`src/rtl/aluv_pkg.sv`:
```
// Shared types and constants for the ALUV scheduler slice: opcodes, FSM states, lane vectors.
package aluv_pkg;

    localparam int ALUV_DATA_WIDTH    = 8;
    localparam int ALUV_LANES         = 8;
    localparam int ALUV_SELECTOR_SIZE = 4;

    localparam logic [3:0] ALUV_OP_ADD = 4'b0100;
    localparam logic [3:0] ALUV_OP_SUB = 4'b1101;
    localparam logic [3:0] ALUV_OP_MUL = 4'b0101;

    typedef enum logic [1:0] {
        ST_IDLE  = 2'd0,
        ST_EXEC  = 2'd1,
        ST_EXEC2 = 2'd2,
        ST_RESP  = 2'd3
    } state_t;

    typedef logic [ALUV_LANES-1:0][ALUV_DATA_WIDTH-1:0] lane_vec_t;

endpackage

```
`src/rtl/aluv_scheduler_if.sv`:
```
// Request/response bundle between the vector issue ports and the ALUV scheduler.
interface aluv_scheduler_if #(
    parameter int DATA_WIDTH    = 8,
    parameter int LANES         = 8,
    parameter int SELECTOR_SIZE = 4,
    parameter int NUM_REQ       = 2
);
    logic [NUM_REQ-1:0]                              req_valid;
    logic [NUM_REQ-1:0]                              req_ready;
    logic [NUM_REQ-1:0][SELECTOR_SIZE-1:0]           req_selector;
    logic [NUM_REQ-1:0][LANES-1:0][DATA_WIDTH-1:0]   req_op1;
    logic [NUM_REQ-1:0][LANES-1:0][DATA_WIDTH-1:0]   req_op2;
    logic [NUM_REQ-1:0]                              rsp_valid;
    logic [NUM_REQ-1:0]                              rsp_ready;
    logic [LANES-1:0][DATA_WIDTH-1:0]                rsp_data;

    // Scheduler side.
    modport slave (
        input  req_valid, req_selector, req_op1, req_op2, rsp_ready,
        output req_ready, rsp_valid, rsp_data
    );

    // Requester side.
    modport master (
        output req_valid, req_selector, req_op1, req_op2, rsp_ready,
        input  req_ready, rsp_valid, rsp_data
    );
endinterface

```
`src/rtl/aluv_scheduler_rr_arbiter.sv`:
```
// Round-robin arbiter: picks the first active request after last_grant, wrapping around.
module rr_arbiter #(
    parameter int NUM_REQ = 2
) (
    input  logic [NUM_REQ-1:0]         req,
    input  logic [$clog2(NUM_REQ)-1:0] last_grant,
    output logic [NUM_REQ-1:0]         grant,
    output logic [$clog2(NUM_REQ)-1:0] grant_idx,
    output logic                       grant_valid
);
    localparam int IDX_W = $clog2(NUM_REQ);

    logic [IDX_W-1:0] cand;

    always_comb begin
        cand        = '0;
        grant_idx   = '0;
        grant_valid = 1'b0;
        for (int i = 1; i <= NUM_REQ; i++) begin
            cand = IDX_W'((int'(last_grant) + i) % NUM_REQ);
            if (!grant_valid && req[cand]) begin
                grant_valid = 1'b1;
                grant_idx   = cand;
            end
        end
    end

    for (genvar gi = 0; gi < NUM_REQ; gi++) begin : g_onehot
        assign grant[gi] = grant_valid && (grant_idx == IDX_W'(gi));
    end

endmodule

```
`src/rtl/aluv_scheduler.sv`:
```
// Shares one vector ALU between NUM_REQ requesters: arbitrate, latch operands, execute, respond.
// Define ALUV_SCHED_MUL_MULTICYCLE_EN to give MUL an extra EXEC2 cycle before capture.
module aluv_scheduler
    import aluv_pkg::*;
#(
    parameter int DATA_WIDTH    = ALUV_DATA_WIDTH,
    parameter int LANES         = ALUV_LANES,
    parameter int SELECTOR_SIZE = ALUV_SELECTOR_SIZE,
    parameter int NUM_REQ       = 2
) (
    input  logic                             clk,
    input  logic                             rst,
    aluv_scheduler_if.slave                  bus,
    output logic [SELECTOR_SIZE-1:0]         alu_selector,
    output logic [LANES-1:0][DATA_WIDTH-1:0] alu_operand1,
    output logic [LANES-1:0][DATA_WIDTH-1:0] alu_operand2,
    input  logic [LANES-1:0][DATA_WIDTH-1:0] alu_out,
    output logic                             busy
);
    localparam int IDX_W = $clog2(NUM_REQ);

    state_t                           state_reg;
    logic [IDX_W-1:0]                 last_grant_reg;
    logic [IDX_W-1:0]                 owner_reg;
    logic [SELECTOR_SIZE-1:0]         sel_reg;
    logic [LANES-1:0][DATA_WIDTH-1:0] op1_reg;
    logic [LANES-1:0][DATA_WIDTH-1:0] op2_reg;
    logic [LANES-1:0][DATA_WIDTH-1:0] result_reg;
    logic [NUM_REQ-1:0]               rsp_valid_reg;

    logic [NUM_REQ-1:0] grant;
    logic [IDX_W-1:0]   grant_idx;
    logic               grant_valid;

    rr_arbiter #(.NUM_REQ(NUM_REQ)) u_arb (
        .req         (bus.req_valid),
        .last_grant  (last_grant_reg),
        .grant       (grant),
        .grant_idx   (grant_idx),
        .grant_valid (grant_valid)
    );

    // Ready is only offered while idle, so at most one request is taken per operation.
    for (genvar gi = 0; gi < NUM_REQ; gi++) begin : g_ready
        assign bus.req_ready[gi] = (state_reg == ST_IDLE) && grant[gi];
    end

    assign bus.rsp_valid = rsp_valid_reg;
    assign bus.rsp_data  = result_reg;
    assign alu_selector  = sel_reg;
    assign alu_operand1  = op1_reg;
    assign alu_operand2  = op2_reg;
    assign busy          = (state_reg != ST_IDLE);

    always_ff @(posedge clk or posedge rst) begin
        if (rst) begin
            state_reg      <= ST_IDLE;
            last_grant_reg <= IDX_W'(NUM_REQ - 1);
            owner_reg      <= '0;
            sel_reg        <= '0;
            op1_reg        <= '0;
            op2_reg        <= '0;
            result_reg     <= '0;
            rsp_valid_reg  <= '0;
        end else begin
            case (state_reg)
                ST_IDLE: begin
                    if (grant_valid) begin
                        sel_reg        <= bus.req_selector[grant_idx];
                        op1_reg        <= bus.req_op1[grant_idx];
                        op2_reg        <= bus.req_op2[grant_idx];
                        owner_reg      <= grant_idx;
                        last_grant_reg <= grant_idx;
                        state_reg      <= ST_EXEC;
                    end
                end
                ST_EXEC: begin
`ifdef ALUV_SCHED_MUL_MULTICYCLE_EN
                    if (sel_reg == SELECTOR_SIZE'(ALUV_OP_MUL)) begin
                        state_reg <= ST_EXEC2;
                    end else begin
                        result_reg    <= alu_out;
                        rsp_valid_reg <= NUM_REQ'(1) << owner_reg;
                        state_reg     <= ST_RESP;
                    end
`else
                    result_reg    <= alu_out;
                    rsp_valid_reg <= NUM_REQ'(1) << owner_reg;
                    state_reg     <= ST_RESP;
`endif
                end
`ifdef ALUV_SCHED_MUL_MULTICYCLE_EN
                ST_EXEC2: begin
                    result_reg    <= alu_out;
                    rsp_valid_reg <= NUM_REQ'(1) << owner_reg;
                    state_reg     <= ST_RESP;
                end
`endif
                ST_RESP: begin
                    if (bus.rsp_ready[owner_reg]) begin
                        rsp_valid_reg <= '0;
                        state_reg     <= ST_IDLE;
                    end
                end
                default: state_reg <= ST_IDLE;
            endcase
        end
    end

endmodule

```
`src/flat_wrapper.sv`:
```
// flat-port wrapper written by rule: the top's interface ports become plain ports
module aluv_scheduler_flat import aluv_pkg::*;
#(
    parameter int DATA_WIDTH    = ALUV_DATA_WIDTH,
    parameter int LANES         = ALUV_LANES,
    parameter int SELECTOR_SIZE = ALUV_SELECTOR_SIZE,
    parameter int NUM_REQ       = 2
)
  (clk, rst, alu_selector, alu_operand1, alu_operand2, alu_out, busy, bus_req_valid, bus_req_selector, bus_req_op1, bus_req_op2, bus_rsp_ready, bus_req_ready, bus_rsp_valid, bus_rsp_data);
  aluv_scheduler_if #(.DATA_WIDTH(DATA_WIDTH), .LANES(LANES), .SELECTOR_SIZE(SELECTOR_SIZE), .NUM_REQ(NUM_REQ)) bus_i ();
  input  logic clk;
  input  logic rst;
  output logic [SELECTOR_SIZE-1:0] alu_selector;
  output logic [LANES-1:0][DATA_WIDTH-1:0] alu_operand1;
  output logic [LANES-1:0][DATA_WIDTH-1:0] alu_operand2;
  input  logic [LANES-1:0][DATA_WIDTH-1:0] alu_out;
  output logic busy;
  input wire logic [$bits(bus_i.req_valid)-1:0] bus_req_valid;
  input wire logic [$bits(bus_i.req_selector)-1:0] bus_req_selector;
  input wire logic [$bits(bus_i.req_op1)-1:0] bus_req_op1;
  input wire logic [$bits(bus_i.req_op2)-1:0] bus_req_op2;
  input wire logic [$bits(bus_i.rsp_ready)-1:0] bus_rsp_ready;
  output wire logic [$bits(bus_i.req_ready)-1:0] bus_req_ready;
  output wire logic [$bits(bus_i.rsp_valid)-1:0] bus_rsp_valid;
  output wire logic [$bits(bus_i.rsp_data)-1:0] bus_rsp_data;
  assign bus_i.req_valid = bus_req_valid;
  assign bus_i.req_selector = bus_req_selector;
  assign bus_i.req_op1 = bus_req_op1;
  assign bus_i.req_op2 = bus_req_op2;
  assign bus_i.rsp_ready = bus_rsp_ready;
  assign bus_req_ready = bus_i.req_ready;
  assign bus_rsp_valid = bus_i.rsp_valid;
  assign bus_rsp_data = bus_i.rsp_data;
  aluv_scheduler #(.DATA_WIDTH(DATA_WIDTH), .LANES(LANES), .SELECTOR_SIZE(SELECTOR_SIZE), .NUM_REQ(NUM_REQ)) u_core (.clk(clk), .rst(rst), .bus(bus_i), .alu_selector(alu_selector), .alu_operand1(alu_operand1), .alu_operand2(alu_operand2), .alu_out(alu_out), .busy(busy));
endmodule
```
`config.mk`:
```
export PLATFORM = sky130hd
export DESIGN_NAME = aluv_scheduler_flat
export DESIGN_NICKNAME = d
export VERILOG_FILES = /design/src/rtl/aluv_pkg.sv /design/src/rtl/aluv_scheduler_if.sv /design/src/rtl/aluv_scheduler_rr_arbiter.sv /design/src/rtl/aluv_scheduler.sv /design/src/flat_wrapper.sv
export SDC_FILE = /design/constraint.sdc
export NUM_CORES = 1
export LEC_CHECK = 0
export CAP_MARGIN = 10
export CORE_AREA = 2 2 206 208
export DETAILED_ROUTE_END_ITERATION = 16
export DIE_AREA = 0 0 208 210
export PLACE_DENSITY = 0.57
export SETUP_SLACK_MARGIN = 0.4
export SYNTH_ARGS = -nofsm -noshare
export SYNTH_HDL_FRONTEND = slang
export SYNTH_SLANG_ARGS = --single-unit
```
`constraint.sdc`:
```
create_clock -name clk -period 11.9 [get_ports clk]
set_clock_uncertainty 0.2 [all_clocks]
set_input_delay 2.975 -clock clk [delete_from_list [all_inputs] [get_ports clk]]
set_output_delay 2.975 -clock clk [all_outputs]
set_load 0.01 [all_outputs]
```
=== Word-level counts from Yosys, hierarchy flattened ===
Index checks and enable logic that the tools add are counted.

* Reductions and logical operators: 12
* Magnitude comparators: 4
* Equal/unequal tests: 4
* Bitwise operators: 1
* Shift-type cells: 1
* Muxes and demuxes: 20
* Add/sub/neg operators: 2

{| class="wikitable"
|+ Operators with widths
! kind !! number
|-
| 64-bit 2-to-1 mux || 4
|-
| 1-bit 2-to-1 mux || 10
|-
| 1-bit by 2-bit less-than comparator with 1-bit output, second input constant || 4
|-
| 4-bit 2-to-1 mux || 2
|-
| 2-bit case mux with 3 select lines || 1
|-
| 2-bit AND reduction || 3
|-
| 1-bit logical AND || 5
|-
| 2-bit 2-to-1 mux || 2
|-
| 2-bit case mux with 2 select lines || 1
|-
| 2-bit nonzero test || 2
|-
| 1-bit adder, second input constant || 2
|-
| 2-bit by 1-bit equality test with 1-bit output, second input constant || 1
|-
| 2-bit equality test, second input constant || 1
|-
| 2-bit logical NOT || 1
|-
| 2-bit by 1-bit inequality test with 1-bit output, second input constant || 1
|-
| 2-bit inequality test, second input constant || 1
|-
| 1-bit by 1-bit << shifter with 2-bit output, first input constant || 1
|-
| 1-bit logical NOT || 1
|-
| 1-bit NOT || 1
|}

* Logic and storage cells: 73
* Bits in registers: 202
* Output and inout port bits: 201

=== Logic depth before layout (Yosys ltp) ===
* Word-level depth: 10
* Gate-level depth with buffers: 6
* Mapped depth without buffers: 3

=== Hierarchy ===
From an unflattened synthesis, not the netlist that was laid out.

* Cells, all modules: 741
* Area total of the unflattened synthesis: 8,732.1 um2

{| class="wikitable"
|+ By module, submodules not included
! module !! area each (um2) !! instances !! cells each !! seq. area each (um2)
|-
| aluv_scheduler || 8,699.6 || 1 || 736 || 5,056.1
|-
| rr_arbiter || 32.5 || 1 || 5 || 0.0
|}

=== Worst setup path after synthesis ===
OpenSTA, ideal clock, no wires.

* Path kind: input -> output
* Start: in bus_req_valid[0]
* End: out bus_req_ready[1]
* Required time: 8,725 ps
* Slack: 5,207 ps
* Cell stages on the path: 4
* Path buffers: 2
* Arrival time: 3,518 ps
* Path through: nand2_1 -> and3_1 -> buf_2 -> buf_2

* Word-level cells in the longest chain between the ends: 8
* Elaborated cells on any way between the ends: 12
* Those cells by class: mux (8); reduce/logical (4)

{| class="wikitable"
|+ RTL lines
! element !! line !! source
|-
| start: declaration || flat_wrapper.sv:18 || <nowiki>input wire logic [$bits(bus_i.req_valid)-1:0] bus_req_valid;</nowiki>
|-
| 1-bit 2-to-1 mux (not written as such) (2 in a row) || aluv_scheduler_rr_arbiter.sv:21 || <nowiki>if (!grant_valid && req[cand]) begin</nowiki>
|-
| 1-bit 2-to-1 mux || aluv_scheduler_rr_arbiter.sv:21 ||
|-
| 1-bit logical NOT || aluv_scheduler_rr_arbiter.sv:21 ||
|-
| 1-bit logical AND || aluv_scheduler_rr_arbiter.sv:21 ||
|-
| 1-bit 2-to-1 mux || aluv_scheduler_rr_arbiter.sv:21 ||
|-
| 1-bit logical AND * || aluv_scheduler_rr_arbiter.sv:29 || <nowiki>assign grant[gi] = grant_valid && (grant_idx == IDX_W'(gi));</nowiki>
|-
| 1-bit logical AND * || aluv_scheduler.sv:45 || <nowiki>assign bus.req_ready[gi] = (state_reg == ST_IDLE) && grant[gi];</nowiki>
|-
| end: declaration || flat_wrapper.sv:23 || <nowiki>output wire logic [$bits(bus_i.req_ready)-1:0] bus_req_ready;</nowiki>
|}

Every way passes the cells marked *; elsewhere a longest branch is shown, timed or not. The select of a mux whose other input is x is not followed.

=== Final worst setup path ===
* Start: in bus_req_valid[1]
* End: out bus_req_ready[0]

* Word-level cells in the longest chain between the ends: 9
* Elaborated cells on any way between the ends: 13
* Those cells by class: mux (8); bitwise (1); reduce/logical (4)

{| class="wikitable"
|+ RTL lines
! element !! line
|-
| 1-bit 2-to-1 mux (not written as such) (2 in a row) || aluv_scheduler_rr_arbiter.sv:21
|-
| 1-bit 2-to-1 mux || aluv_scheduler_rr_arbiter.sv:21
|-
| 1-bit logical NOT || aluv_scheduler_rr_arbiter.sv:21
|-
| 1-bit logical AND || aluv_scheduler_rr_arbiter.sv:21
|-
| 1-bit 2-to-1 mux || aluv_scheduler_rr_arbiter.sv:21
|-
| 1-bit NOT || aluv_scheduler_rr_arbiter.sv:29
|-
| 1-bit logical AND * || aluv_scheduler_rr_arbiter.sv:29
|-
| 1-bit logical AND * || aluv_scheduler.sv:45
|}

Marks and branches as above.

==> reports/qor.yml <==
yosysTopAreaCellShare_pct: 58.5
ctsHoldBuffers: 0
cp_max_fo: 63
numPortBuffers: 534
place_congestion: 0.762
max_slew_margin_pct: 27.4
drive_gt1_share_pct: 10.5
yosys_warnings: 0
cpMostUsedCell: "clkdlybuf4s50_1"
syn-num-nets: 957
rrSetupSlack_ns: 8.54
synthMuxAreaShare_pct: 8.51
synth_area_leaders: "dfrtp_1, a221o_1, a21boi_0"
p_leak_uw: 0.00608
cp.arrival_ns: 4.90
fin_tns_setup_ns: 0
dr.pass1.iters: 4
vias: 7712
grt_setup_unrepaired: "no"
p_clk_share_pct: 20.4
max_freq_mhz: 124
cts_tree: "done"
swShare_pct: 31.9
worst_pin_slew_ns: 1.09
syn_inst: 623
h-tree-depth: 1
worstSetupPathType: "input pin to output pin"
finalNetCount: 1461
ys_types: 22
drt_iter0_drc: 371
synth_area_leader_cell: "dfrtp_1"
min_period_over_period_pct: 67.9
grt_pass1_vias: 8151
worst-path-buf-inv: 2
grt_overflow: 0
synth_top_family_by_area: "compound AO/OA/AOI/OAI gates"
clock_latency_ns: 0.53
cts.sinks: 202
drt-wirelength-per-cell_um: 20.1
crit_path_top_delay_cell: "clkdlybuf4s50_1"
critical_path.top_delay_family: "buffers and inverters"
ant_nets: 0
wirelength_mm: 33.9
setup_violations: 0
layout_commonest_cell: "clkdlybuf4s50_1"
ir_drop_uv: 91.1
track_usage_pct: 14.7
drv_cap: 0
crit_required_ns: 8.73
drv_slew: 0
postSynthRegisterBits: 202
synth_xor_area_share_pct: 0
cts_root_buffer: "clkbuf_16"
cts.clk_slew.worst_paths_ns: 0.05
synth.avg_cell_area_um2: 13.8
synth_compound_area_share_pct: 27.5
finalHoldViolations: 0
status: "finished, final reports clean"
clock_path_buffers: 3
most-common-layout-cells: "clkdlybuf4s50_1, dfrtp_1, a21boi_0, a221o_1, mux2_2"
io_pins: 535
start_util_pct: 20.7
vias_per_cell: 4.57
pwr-share-comb_pct: 47.3
cts_buffers: 25
power_uw: 3700
period_minus_slack_ns: 8.07
synth_fa_ha_area_share_pct: 0
synth_area_mm2: 0.00860
grt_pass1_wl_mm: 50.7
die_y_um: 210
cts_setup_buffers: 0
critPathMaxStageDelay_ns: 0.69
place_hpwl_mm: 23.2
power.switching_uw: 1180
syn2layout_area_growth_pct: 76.5
grt_start_max_net_pins: 97
die_w_um: 208
power.internal_uw: 2520
worstHoldPathType: "flip-flop to flip-flop"
drc: 0
synthSimpleGateAreaFrac_pct: 0.888
cp-end-kind: "output pin"
cts-resized-gates: 0
yosysSeqAreaShare_pct: 58.8
power_density_mw_per_mm2: 244
antenna_found_initial: 2
crit_path_start_kind: "input pin"
power_frac_seq_pct: 32.3
core_mm2: 0.0415
rows: 75
dieArea_mm2: 0.0437
crit_chain: "clkdlybuf4s50_1 > nand2b_1 > and3_4 > clkdlybuf4s50_1"
## path summary, 6_finish.rpt
kind	cells past startpoint	endpoint	start
setup / recovery	4	bus_req_ready[0]	bus_req_valid[1]
hold / removal	1	u_core.bus.rsp_data[3]	u_core.bus.rsp_data[3]
setup reg to reg	6	u_core.alu_operand1[33]	u_core.state_reg[1]
hold reg to reg	1	u_core.bus.rsp_data[3]	u_core.bus.rsp_data[3]
max in group asynchronous	3	u_core.alu_operand1[41]	rst
min in group asynchronous	2	u_core.bus.rsp_data[5]	rst
## synth_stat cells
cell type,count
nand2_1,4
buf_6,10
and3_4,1
dfstp_2,1
buf_1,2
a21o_1,3
a21oi_1,2
nor3b_1,1
nor2b_1,2
mux2_2,65
clkbuf_1,34
buf_2,20
and3_1,1
nand2b_1,1
inv_1,5
a221o_1,132
o21ai_0,3
a21boi_0,132
o2bb2ai_1,1
or2_2,1
dfrtp_1,201
nor2_4,1
## through the flow
| stage | setup slack [ns] | util [%] | cell area [um2] | std cells | hold WS, ns |
|---|---|---|---|---|---|
| finish | 3.83 | 36.6 | 15200 | 1686 | 0.304 |
| CTS | 3.72 | 36.6 | 15200 | 1685 | 0.308 |
| floorplan | 3.22 | - | 8600 | 623 | 0.298 |
| global placement | 3.72 | 34.6 | 14400 | 1639 | 0.287 |
| global route | 3.68 | 36.6 | 15200 | 1685 | 0.317 |
| detailed placement | 3.72 | 34.6 | 14400 | 1639 | 0.294 |
## kinds of logic (layout without fill, tap and decap cells)
family                 after synthesis  in the layout
flip-flops                         202            202
multiplexers                        65             65
AO/OA/AOI/OAI                      273            273
AND/OR/NAND/NOR                     12             12
other                                0              1
buffers and inverters               71            594
## metal layers
layer	GRT usage, %	up-vias	part of all wire (%)
li1	-	3462	-
met4	4.45	4	2.4
met1	18.3	3819	41
met5	0	-	0.080
met3	3.86	48	7.9
met2	25.0	379	49
## power by group through the flow
stage	logic (uW)	registers, uW	clock network (uW)
2_1_floorplan	665	1340	0
3_3_place_gp	1750	1190	0
3_5_place_dp	1770	1200	0
4_1_cts	1770	1200	779
5_1_grt	1860	1230	805
6_report	1750	1190	755
## final cells by class
type / instances / area (um2)
Clock inverter: 7 / 63.8
Antenna cell: 1 / 2.50
Timing Repair Buffer: 543 / 5410
Clock buffer: 39 / 748
Sequential cell: 202 / 5060
Multi-Input combinational cell: 350 / 3190
Tap cell: 539 / 674
Fill cell: 4117 / 26300
Inverter: 5 / 26.3
Power figures use the tool's default switching activity.
==> edit 1: new RTL, same settings <==
The option `ALUV_SCHED_MUL_MULTICYCLE_EN` is turned on by a define.
--- a/src/rtl/aluv_scheduler.sv
+++ b/src/rtl/aluv_scheduler.sv
@@ -1,5 +1,7 @@
 // Shares one vector ALU between NUM_REQ requesters: arbitrate, latch operands, execute, respond.
 // Define ALUV_SCHED_MUL_MULTICYCLE_EN to give MUL an extra EXEC2 cycle before capture.
+`define ALUV_SCHED_MUL_MULTICYCLE_EN
+
 module aluv_scheduler
     import aluv_pkg::*;
 #(
Function: changed (a bounded check fails within 4 cycles, from zero or initial values and one cycle with rst high).
==> edit 1 against the original RTL <==
- sequential cell count is the same
- setup slack lost 0.16 ns
- routed wire length shrank 1.1%
- cell area grew 2.3%
- power grew 9.2%
- critical path type unchanged
- fmax shrank 1.9%
- non-clock buffer count shrank 1
- hold slack lost 0.0018 ns
- highest routed layer is now met4
- largest cell class unchanged
- synthesized area grew 3.2%
- count of clock-buffer cells in the layout shrank 4
==> edit 1: results (changes against the original RTL) <==
metric,value,unit,change
clock-pin slew on the worst setup and hold paths,0.06,ns,
largest net degree at the start of global routing,103,,was 97
Inst Count DP,1899,,was 1639
LEAKAGE,6.43,nW,was 6.08 nW
worst setup path startpoint,bus_req_valid[0],,was bus_req_valid[1]
Post-Syn Nets,1220,,was 957
initial DRC count,450,,was 371
Total GRT Usage,14.6,%,was 14.7%
drt first pass iters,7,,was 4
worst hold-check path type,reg2reg,,unchanged
sequential-to-total area share from yosys stat,57.0,%,was 58.8%
first-pass GRT wire length,50.8,mm,was 50.7 mm
synth top area cells,"dfrtp_1 (57%), nand2_1 (11%), a31oi_1 (8.9%)",,"was dfrtp_1 (58%), a221o_1 (15%), a21boi_0 (12%)"
Worst Max-Slew Pin Slew,1.06,ns,was 1.09 ns
via count,8356,,was 7712
reg2reg setup slack,7.90,ns,was 8.54 ns
Worst VDD drop,0.132,mV,was 0.0911 mV
crit-path max FO,60,,was 63
status,"complete, no violations",,unchanged
ANT cells,0,,was 1
dpl hpwl,24.2,mm,was 23.2 mm
commonest cells in the netlist,"nand2_1 (251), dfrtp_1 (201), nor2_1 (128), a31oi_1 (126), mux2_4 (40)",,"was dfrtp_1 (201), a21boi_0 (132), a221o_1 (132), mux2_2 (65), clkbuf_1 (34)"
final net count,1727,,was 1461
"FFs w/ async S/R, synth",100,%,unchanged
DR WL/cell,17.2,um,was 20.1 um
YS warnings,0,,unchanged
Cell variety after synth,35,,was 22
Clock Tree Buf Depth,3,,unchanged
Worst Path Arrival,5.06,ns,was 4.90 ns
origin of the critical flop-to-flop path,u_core.state_reg[0]$_DFFE_PP0P_,,was u_core.state_reg[1]$_DFFE_PP0P_
Placer Congestion,0.800,,was 0.762
hold_sp,u_core.bus.rsp_data[5]$_DFFE_PP0P_,,was u_core.bus.rsp_data[3]$_DFFE_PP0P_
synthesis-stage register bit count,202,,unchanged
syn avg cell area,10.1,um^2,was 13.8 um^2
vias per inst,4.29,,was 4.57
"Cell Area, Placed",14600,um^2,was 14400 um^2
Num CTS Buffers,27,,was 25
layout cells sized above 1,8.87,%,was 10.5%
Post-CTS Resized,0,,unchanged
vias in the first global route,8554,,was 8151
initial antenna violation count,0,,was 2
Post-CTS Setup Inserts,0,,unchanged
crit-path max cell delay,0.73,ns,was 0.69 ns
"slowest stage cell, crit path",a21bo_4,,was clkdlybuf4s50_1
-- edit 1: kinds of logic after synthesis --
family	share of synthesized area, %
buffers and inverters	4.06
multiplexers	10.3
flip-flops	57.0
AND/OR/NAND/NOR	17.4
adder cells (fa/ha/maj)	0.564
AO/OA/AOI/OAI	10.7
-- edit 1: worst paths after layout --
| path | cells after the start | to |
|---|---|---|
| setup / recovery | 4 | bus_req_ready[1] |
| hold / removal | 1 | u_core.bus.rsp_data[5]$_DFFE_PP0P_ |
| setup reg to reg | 6 | u_core.alu_operand1[32]$_DFFE_PP0P_ |
| hold reg to reg | 1 | u_core.bus.rsp_data[5]$_DFFE_PP0P_ |
| max in group asynchronous | 3 | u_core.bus.rsp_data[14]$_DFFE_PP0P_ |
| min in group asynchronous | 2 | u_core.alu_operand1[57]$_DFFE_PP0P_ |
-- edit 1: power by group --
group          total [W]  internal, W  switching [W]
Sequential       0.00125      0.00105       0.000199
Combinational    0.00198      0.00112       0.000865
Clock           0.000808     0.000486       0.000322
-- edit 1: layer usage --
metal	GRT usage, %	share of wire [%]	vias to the layer above
li1	-	-	4001
met1	17.1	40	3954
met2	26.1	50	356
met3	4.26	8.2	45
met4	3.99	2.2	0
met5	0	0	-
-- edit 1: area by class of cell --
type | instances | area, um^2
fillers | 4202 | 25900
repair buffers | 542 | 5410
flip-flops and latches | 202 | 5060
multi-input cells | 610 | 3480
clock buffers | 35 | 746
well taps | 539 | 674
clock inverters | 14 | 140
inverters | 6 | 30.0
-- edit 1: worst reg2reg max path, stage by stage, from the launching register on --
cell     delay (ns)
dfrtp_1        0.42
inv_1          0.14
ha_1           0.57
o21a_4         0.59
buf_4          0.84
buf_4          0.85
a31oi_1        0.22
-- edit 1: per-stage QoR --
step	setup slack, ns	total power [W]	hold WS, ns
4_1_cts	3.60	0.00410	0.306
3_3_place_gp	3.66	0.00324	0.278
5_1_grt	3.55	0.00429	0.313
3_5_place_dp	3.64	0.00326	0.290
2_1_floorplan	3.22	0.00225	0.307
6_report	3.67	0.00404	0.302
==> edit 2: new RTL, same settings <==
Without the edit above. Make the reset (`rst`) synchronous in one clocked block.
--- a/src/rtl/aluv_scheduler.sv
+++ b/src/rtl/aluv_scheduler.sv
@@ -52,7 +52,7 @@
     assign alu_operand2  = op2_reg;
     assign busy          = (state_reg != ST_IDLE);
 
-    always_ff @(posedge clk or posedge rst) begin
+    always_ff @(posedge clk) begin
         if (rst) begin
             state_reg      <= ST_IDLE;
             last_grant_reg <= IDX_W'(NUM_REQ - 1);
Formal check against the unedited RTL: differs if rst is asserted again (counterexample within 4 cycles, from zero or initial values and one cycle with rst high); with rst held inactive, the same outputs for 4 cycles.
==> edit 2 against the original RTL <==
- first-iteration DRC count rose by 46%
- setup slack got worse by 0.40 ns
- synthesized area fell by 2.6%
- sequential cell count did not move
- cell area fell by 2.4%
- highest routed layer unchanged
- routed wire length rose by 16%
- synthesized cell count rose by 73%
- critical path type unchanged
- largest cell class unchanged
Power is not compared: it rests on default switching activity, and its combinational part moved more than twofold at a synthesized area within 25%.
==> edit 2: results (changes against the original RTL) <==
metric,value,unit,change
status,"complete, no violations",,unchanged
Worst Path Arrival,5.30,ns,was 4.90 ns
r2r endpoint,u_core.alu_operand1[15]$_SDFFE_PP0P_,,was u_core.alu_operand1[33]$_DFFE_PP0P_
synth top area cells,"dfxtp_1 (48%), nand3_1 (16%), a31oi_1 (9.9%)",,"was dfrtp_1 (58%), a221o_1 (15%), a21boi_0 (12%)"
routed wl met3,3.82,mm,was 2.69 mm
sequential-to-total area share from yosys stat,48.3,%,was 58.8%
layout cells sized above 1,4.27,%,was 10.5%
initial antenna violation count,1,,was 2
hold_sp,u_core.bus.rsp_data[55]$_SDFFE_PP0P_,,was u_core.bus.rsp_data[3]$_DFFE_PP0P_
worst setup path startpoint,bus_req_valid[0],,was bus_req_valid[1]
ANT cells,0,,was 1
"FFs w/ async S/R, synth",0,%,was 100%
Compound-Gate Fraction of Synth Area,22.2,%,was 27.5%
Worst Hold End,u_core.bus.rsp_data[55]$_SDFFE_PP0P_,,was u_core.bus.rsp_data[3]$_DFFE_PP0P_
"Cell Area, Placed",14000,um^2,was 14400 um^2
Fill cells,4321,,was 4117
Post-Syn Nets,1409,,was 957
met2 Use GR,27.7,%,was 25.0%
crit-path max FO,57,,was 63
Cell variety after synth,27,,was 22
Inst Count DP,2039,,was 1639
origin of the critical flop-to-flop path,u_core.state_reg[1]$_SDFFE_PP0P_,,was u_core.state_reg[1]$_DFFE_PP0P_
hold slack,0.252,ns,was 0.304 ns
DR WL/cell,18.9,um,was 20.1 um
dpl hpwl,26.5,mm,was 23.2 mm
GRT met3 Usage,5.65,%,was 3.86%
Syn Inst Count,1075,,was 623
Setup WS pre-CTS,3.40,ns,was 3.72 ns
vias in the first global route,9809,,was 8151
worst hold stages,2,,was 1
reg2reg setup slack,9.12,ns,was 8.54 ns
initial DRC count,540,,was 371
met2 WL,18.4,mm,was 16.6 mm
final net count,1861,,was 1461
via count,10200,,was 7712
Placer Congestion,0.802,,was 0.762
fmax,0.118,GHz,was 0.124 GHz
mux share of post-synthesis cell area,0.120,%,was 8.51%
Worst Max-Slew Pin Slew,1.01,ns,was 1.09 ns
worst reg-to-reg path cell count,5,,was 6
Post-Route WL,39.3,mm,was 33.9 mm
==> edit 2: cell types whose count changed in the layout (fill, tap and decap cells not counted), moves of 128 or more <==
| cell | unedited run | this run |
|---|---|---|
| a21boi_0 | 132 | 1 |
| nand2_1 | 4 | 132 |
| a221o_1 | 132 | 0 |
| dfrtp_1 | 201 | 0 |
| nand3_1 | 0 | 265 |
| dfxtp_1 | 0 | 202 |
| a31oi_1 | 0 | 132 |
==> edit 2: final cells by class <==
| cell class | count | area (um^2) | area share [%] |
|---|---|---|---|
| clock buffers | 31 | 678 | 4.58 |
| clock inverters | 14 | 131 | 0.887 |
| inverters | 2 | 10.0 | 0.0676 |
| multi-input cells | 748 | 3830 | 25.8 |
| flip-flops and latches | 202 | 4040 | 27.3 |
| well taps | 539 | 674 | 4.55 |
| repair buffers | 548 | 5450 | 36.8 |
==> edit 2: worst max-delay path, cell delays in order <==
cell             delay [ns]
clkdlybuf4s50_1        0.65
nor3b_4                0.25
buf_4                  0.55
and2_1                 0.24
clkdlybuf4s50_1        0.57
